--- config.mk ---
export PLATFORM = sky130hd
export DESIGN_NAME = fetch_issue_queue_flat
export DESIGN_NICKNAME = d
export VERILOG_FILES = /design/src/rtl/fetch_issue_queue_pkg.sv /design/src/rtl/fetch_issue_queue_if.sv /design/src/rtl/fetch_queue_ram.sv /design/src/rtl/fetch_issue_queue.sv /design/src/flat_wrapper.sv
export SDC_FILE = /design/constraint.sdc
export NUM_CORES = 1
export LEC_CHECK = 0
export CORE_ASPECT_RATIO = 0.7
export CORE_MARGIN = 1.5
export CORE_UTILIZATION = 60
export CTS_CLUSTER_DIAMETER = 40
export DETAILED_ROUTE_END_ITERATION = 10
export PLACE_DENSITY = 0.84
export SLEW_MARGIN = 20
export SYNTH_ARGS = -nofsm -noshare
export SYNTH_HDL_FRONTEND = slang
export SYNTH_HIERARCHICAL = 1
export SYNTH_SLANG_ARGS = --single-unit
--- constraint.sdc ---
create_clock -name clk -period 19.6 [get_ports clk]
set_input_delay 4.9 -clock clk [delete_from_list [all_inputs] [get_ports clk]]
set_output_delay 4.9 -clock clk [all_outputs]
set_load 0.005 [all_outputs]
--- src/rtl/fetch_issue_queue_pkg.sv ---
// Shared pipeline definitions for the fetch/issue instruction queue:
// default widths, PC step and the circular lane-index helper.
package fetch_issue_queue_pkg;

  localparam int IW_DEF  = 32;
  localparam int AW_DEF  = 32;
  localparam int PC_STEP = 4;

  // Slot holding lane i when the window starts at ptr; depth is a power of two.
  function automatic int unsigned lane_idx(input int unsigned ptr,
                                           input int unsigned i,
                                           input int unsigned depth);
    return (ptr + i) & (depth - 1);
  endfunction

endpackage

--- src/rtl/fetch_issue_queue_if.sv ---
// Fetch-to-issue bundle interface. Fetch offers a bundle with in_valid and it is
// taken on an edge where in_ready is high; issue reports consumed lanes via out_accept.
interface fetch_issue_queue_if #(
  parameter int LANES = 2,
  parameter int DEPTH = 8,
  parameter int IW    = 32,
  parameter int AW    = 32
);
  localparam int CW = $clog2(LANES + 1);
  localparam int OW = $clog2(DEPTH + 1);

  logic                flush;
  logic                in_valid;
  logic                in_ready;
  logic [CW-1:0]       in_count;
  logic [AW-1:0]       in_pc;
  logic [LANES*IW-1:0] in_instr;
  logic [LANES-1:0]    out_valid;
  logic [LANES*IW-1:0] out_instr;
  logic [LANES*AW-1:0] out_pc;
  logic [CW-1:0]       out_accept;
  logic [OW-1:0]       occupancy;

  modport master (
    output flush, in_valid, in_count, in_pc, in_instr, out_accept,
    input  in_ready, out_valid, out_instr, out_pc, occupancy
  );

  modport slave (
    input  flush, in_valid, in_count, in_pc, in_instr, out_accept,
    output in_ready, out_valid, out_instr, out_pc, occupancy
  );

endinterface

--- src/rtl/fetch_queue_ram.sv ---
// DEPTH x W register array with LANES independent write ports and
// LANES asynchronous read ports for the instruction queue.
module fetch_queue_ram #(
  parameter  int LANES = 2,
  parameter  int DEPTH = 8,
  parameter  int W     = 64,
  localparam int PW    = $clog2(DEPTH)
) (
  input  logic                      clk,
  input  logic [LANES-1:0]          wr_en,
  input  logic [LANES-1:0][PW-1:0]  wr_addr,
  input  logic [LANES-1:0][W-1:0]   wr_data,
  input  logic [LANES-1:0][PW-1:0]  rd_addr,
  output logic [LANES-1:0][W-1:0]   rd_data
);

  logic [W-1:0] mem [DEPTH];

  // Write addresses of one bundle are always distinct slots.
  always_ff @(posedge clk) begin
    for (int i = 0; i < LANES; i++) begin
      if (wr_en[i]) mem[wr_addr[i]] <= wr_data[i];
    end
  end

  always_comb begin
    for (int i = 0; i < LANES; i++) begin
      rd_data[i] = mem[rd_addr[i]];
    end
  end

endmodule

--- src/rtl/fetch_issue_queue.sv ---
// Circular instruction queue between fetch and decode: bundle push, 0..LANES
// in-order pops per cycle, and a front-end flush.
module fetch_issue_queue
  import fetch_issue_queue_pkg::*;
#(
  parameter int LANES = 2,
  parameter int DEPTH = 8,
  parameter int IW    = IW_DEF,
  parameter int AW    = AW_DEF
) (
  input logic               clk,
  input logic               reset,
  fetch_issue_queue_if.slave bus
);

  localparam int CW = $clog2(LANES + 1);
  localparam int OW = $clog2(DEPTH + 1);
  localparam int PW = $clog2(DEPTH);
  localparam int EW = IW + AW;

  logic [PW-1:0]             rd_ptr;
  logic [PW-1:0]             wr_ptr;
  logic [OW-1:0]             occ;
  logic                      ready;
  logic                      push;
  logic [CW-1:0]             n_w;
  logic [CW-1:0]             n_r;
  logic                      lane_on;
  logic [LANES-1:0]          wr_en;
  logic [LANES-1:0][PW-1:0]  wr_addr;
  logic [LANES-1:0][PW-1:0]  rd_addr;
  logic [LANES-1:0][EW-1:0]  wr_data;
  logic [LANES-1:0][EW-1:0]  rd_data;

  // Accept only when a full bundle fits, independent of this cycle's pops.
  always_comb begin
    ready = reset && (occ <= OW'(DEPTH - LANES));
    push  = bus.in_valid && ready && !bus.flush;
    n_w   = '0;
    if (push) n_w = (bus.in_count > CW'(LANES)) ? CW'(LANES) : bus.in_count;
    // Over-accept is clamped so the queue never underflows.
    n_r   = '0;
    if (!bus.flush) n_r = (OW'(bus.out_accept) > occ) ? CW'(occ) : bus.out_accept;
  end

  always_comb begin
    lane_on       = 1'b0;
    wr_en         = '0;
    wr_addr       = '0;
    wr_data       = '0;
    rd_addr       = '0;
    bus.out_valid = '0;
    bus.out_instr = '0;
    bus.out_pc    = '0;
    for (int i = 0; i < LANES; i++) begin
      wr_en[i]   = push && (i < int'(n_w));
      wr_addr[i] = PW'(lane_idx(int'(wr_ptr), i, DEPTH));
      wr_data[i] = {bus.in_pc + AW'(PC_STEP * i), bus.in_instr[i*IW +: IW]};
      rd_addr[i] = PW'(lane_idx(int'(rd_ptr), i, DEPTH));
      lane_on    = i < int'(occ);
      bus.out_valid[i]         = lane_on;
      bus.out_instr[i*IW +: IW] = lane_on ? rd_data[i][IW-1:0] : '0;
      bus.out_pc[i*AW +: AW]    = lane_on ? rd_data[i][IW +: AW] : '0;
    end
  end

  always_ff @(posedge clk) begin
    if (!reset || bus.flush) begin
      rd_ptr <= '0;
      wr_ptr <= '0;
      occ    <= '0;
    end else begin
      rd_ptr <= rd_ptr + PW'(n_r);
      wr_ptr <= wr_ptr + PW'(n_w);
      occ    <= occ + OW'(n_w) - OW'(n_r);
    end
  end

  assign bus.in_ready  = ready;
  assign bus.occupancy = occ;

  fetch_queue_ram #(
    .LANES (LANES),
    .DEPTH (DEPTH),
    .W     (EW)
  ) ram (
    .clk     (clk),
    .wr_en   (wr_en),
    .wr_addr (wr_addr),
    .wr_data (wr_data),
    .rd_addr (rd_addr),
    .rd_data (rd_data)
  );

endmodule

--- src/flat_wrapper.sv ---
// flat-port wrapper written by rule: the top's interface ports become plain ports
module fetch_issue_queue_flat import fetch_issue_queue_pkg::*;
#(
  parameter int LANES = 2,
  parameter int DEPTH = 8,
  parameter int IW    = IW_DEF,
  parameter int AW    = AW_DEF
)
  (clk, reset, bus_flush, bus_in_valid, bus_in_count, bus_in_pc, bus_in_instr, bus_out_accept, bus_in_ready, bus_out_valid, bus_out_instr, bus_out_pc, bus_occupancy);
  fetch_issue_queue_if #(.LANES(LANES), .DEPTH(DEPTH), .IW(IW), .AW(AW)) bus_i ();
  input logic clk;
  input logic reset;
  input wire logic [$bits(bus_i.flush)-1:0] bus_flush;
  input wire logic [$bits(bus_i.in_valid)-1:0] bus_in_valid;
  input wire logic [$bits(bus_i.in_count)-1:0] bus_in_count;
  input wire logic [$bits(bus_i.in_pc)-1:0] bus_in_pc;
  input wire logic [$bits(bus_i.in_instr)-1:0] bus_in_instr;
  input wire logic [$bits(bus_i.out_accept)-1:0] bus_out_accept;
  output wire logic [$bits(bus_i.in_ready)-1:0] bus_in_ready;
  output wire logic [$bits(bus_i.out_valid)-1:0] bus_out_valid;
  output wire logic [$bits(bus_i.out_instr)-1:0] bus_out_instr;
  output wire logic [$bits(bus_i.out_pc)-1:0] bus_out_pc;
  output wire logic [$bits(bus_i.occupancy)-1:0] bus_occupancy;
  assign bus_i.flush = bus_flush;
  assign bus_i.in_valid = bus_in_valid;
  assign bus_i.in_count = bus_in_count;
  assign bus_i.in_pc = bus_in_pc;
  assign bus_i.in_instr = bus_in_instr;
  assign bus_i.out_accept = bus_out_accept;
  assign bus_in_ready = bus_i.in_ready;
  assign bus_out_valid = bus_i.out_valid;
  assign bus_out_instr = bus_i.out_instr;
  assign bus_out_pc = bus_i.out_pc;
  assign bus_occupancy = bus_i.occupancy;
  fetch_issue_queue #(.LANES(LANES), .DEPTH(DEPTH), .IW(IW), .AW(AW)) u_core (.clk(clk), .reset(reset), .bus(bus_i));
endmodule
==> flow_summary.ini <==
[finish]
seq_area_mm2 = 0.0156
area_growth_pct = 15.9
final_cells = 2813
nFillCells = 3302
layout-drive-gt1-share = 0.506
fin_area_mm2 = 0.0365
multiInputGateArea_mm2 = 0.0152
nets = 2189

[pwr]
power_mw = 3.14
cellLeakagePower_nw = 11.6
internal-power_mw = 2.30
power.share.sequential = 0.399
p_per_area_mw_per_mm2 = 85.8
irDropWorstVdd_v = 0.0000737
p_sw_frac = 0.265
comb_power_share = 0.219
switchingPower_mw = 0.833
pwr-share-clk = 0.382

[floorplan]
die_area_mm2 = 0.0540
die_h_um = 195
start_util = 0.606
num_rows = 70
io_pins = 239
die_x_um = 277
coreArea_mm2 = 0.0520

[drt]
final_antenna_net_count = 0
avgRoutedWirePerCell_um = 30.6
post-route-drc-count = 0
first_pass_iters = 7
num_vias = 19300
avgViaCountPerCell = 6.86
drt_iter0_markers = 2304
routed_wl_um = 86100

[hold_path]
worstHoldStart = u_core/wr_ptr[2]$_SDFF_PP0_
hold_class = register to register
hold_depth = 2
hold_end = u_core/wr_ptr[2]$_SDFF_PP0_

[clocking]
cts_buffers = 67
h-tree-depth = 3
post_cts_buffers = 0
cts_resized = 0
clk_pin_slew_ps = 60
clockRootBuffer = clkbuf_16
cts_max_path_buffers = 3
clk_latency_ps = 610
tritoncts = yes
clock_sinks = 522
holdBufCountCts = 0

[synthesis]
ys_seq_area_frac = 0.494
synth_top_family_by_area = multiplexers
yosysMostFrequentCell = mux2_2
yosysWarnings = 6
synth_area_mm2 = 0.0315
synth.distinct_cells = 48
synth-adder-area-share = 0.00770
yosys-top-cells-area = edfxtp_1 49%, mux2_2 23%, mux4_2 18%, and2_1 1.4%, nor2b_1 1.3%
synth-compound-area-share = 0.00282
ys_async_sr_fraction = 0
synth-simple-area-share = 0.0444
yosysTopAreaCellShare = 0.488
avgSynthCellArea_um2 = 16.9
synth_xor_area_frac = 0.00944
synth-edff-count = 512
ys_seq_elements = 522
synth_area_leader_cell = edfxtp_1
synth_cells = 1868
syn_nets = 1989
synth.mux.area_fraction = 0.412
synth_common_cells = 640 x mux2_2, 512 x edfxtp_1, 256 x mux4_2, 69 x and2_1, 66 x nor2b_1
yosys_most_used_dff = edfxtp_1

[place]
place_area_mm2 = 0.0343
numPortBuffers = 238
dp_cells = 2682
place_hpwl_um = 46300
gp_congestion = 0.778

[worst_setup_path]
cp-start-kind = primary input
endpoint_kind = output port
r2r-start = u_core/bus.occupancy[3]$_SDFF_PP0_
critPathKind = primary input to output port
worst-r2r-cell-count = 8
path_max_fanout = 2
r2r_setup_slack_ps = 15500
arrival_ps = 6250
cp.required_ps = 14700
rr_endpoint = u_core/ram/mem[4][29]$_DFFE_PP_

[global_route]
grt_max_degree = 86
antenna_found_initial = 11
grt_usage = 0.323
grt_pass1_wl_um = 129000
globalRouteOverflowTotal = 0
grt_pass1_vias = 20300

[run_status]
outcome = complete, no violations

[sta]
min_period_ps = 11150
finalSetupTns_ps = 0
tightest_slew_ps = 1150
fin_crit_sh = 0.569
max_freq_mhz = 89.7
finalMaxSlewViolations = 0
rsz0062_at_grt = no
setup_viol = 0
hold_viol_final = 0
skew_ps = 11.4
relSlewSlack = 0.231

[job]
drv_cap = 0
-- power groups by stage --
stage	Sequential (mW)	Clock, mW	Combinational [mW]
CTS	1.25	1.21	0.686
finish	1.25	1.20	0.687
global route	1.25	1.26	0.727
floorplan	1.27	0	0.332
detailed placement	1.27	0	0.680
global placement	1.27	0	0.670
-- metrics by stage --
| stage | util | worst slack, ps | hold WS, ps |
|---|---|---|---|
| 2_1_floorplan | - | 8760 | 531 |
| 3_3_place_gp | 0.660 | 8470 | 625 |
| 3_5_place_dp | 0.660 | 8440 | 632 |
| 4_1_cts | 0.701 | 8430 | 709 |
| 5_1_grt | 0.702 | 8360 | 737 |
| 6_report | 0.702 | 8450 | 712 |
-- metal layers --
metal  GRT usage  vias up  wire, µm
met5           0        -        37
met4       0.115        6      2310
met3      0.0823      193      8460
met2       0.511     1036     41200
met1       0.438    10100     34100
li1            -     8025         -
-- layout by cell type, fill, tap and decap left out, types with 9 or more instances in the layout --
cell	count
inv_1	19
ha_1	12
inv_6	13
xor2_1	15
clkbuf_16	68
nand2_1	17
xnor2_1	18
edfxtp_1	512
nor2_1	16
buf_4	35
and2_1	69
diode_2	9
mux2_2	640
clkdlybuf4s50_1	238
mux4_2	256
nor2b_1	66
-- sequential cells by signal (all words and copies together) (netlist names) --
name	flops
u_core/wr_ptr	3
u_core/ram/mem	512
u_core/bus.occupancy	4
u_core/rd_ptr	3
-- worst max-delay path by stage --
stage                                                end  slack [ps]  startpoint
after floorplan           u_core/ram/mem[5][0]$_DFFE_PP_        8760       reset
after global placement                      bus_in_ready        8470       reset
after detailed placement                    bus_in_ready        8440       reset
after CTS                                   bus_in_ready        8430       reset
after global routing                        bus_in_ready        8360       reset
final                                       bus_in_ready        8450       reset
-- kinds of logic (layout without fill, tap and decap cells) --
kind of cell	count (synthesis)	count (layout)
multiplexers	898	898
flip-flops	522	522
AND/OR/NAND/NOR	220	220
buffers and inverters	164	416
XOR/XNOR	34	34
adder cells (fa/ha/maj)	17	17
AO/OA/AOI/OAI	13	13
other	0	9
-- area by class of cell --
class                      instances  share of cell area
inverter                          20             0.00226
sequential                       522               0.427
antenna                            9            0.000616
timing repair buffer             275              0.0734
multi-input combinational       1182               0.415
tap                              684              0.0234
clock buffer                      76              0.0474
clock inverter                    45              0.0113
-- worst max-delay path, cell delays in order --
cell and delay (ps):
clkdlybuf4s50_1 480, inv_1 60, a311oi_1 250, clkdlybuf4s50_1 560
(Power assumes the default switching activity.)
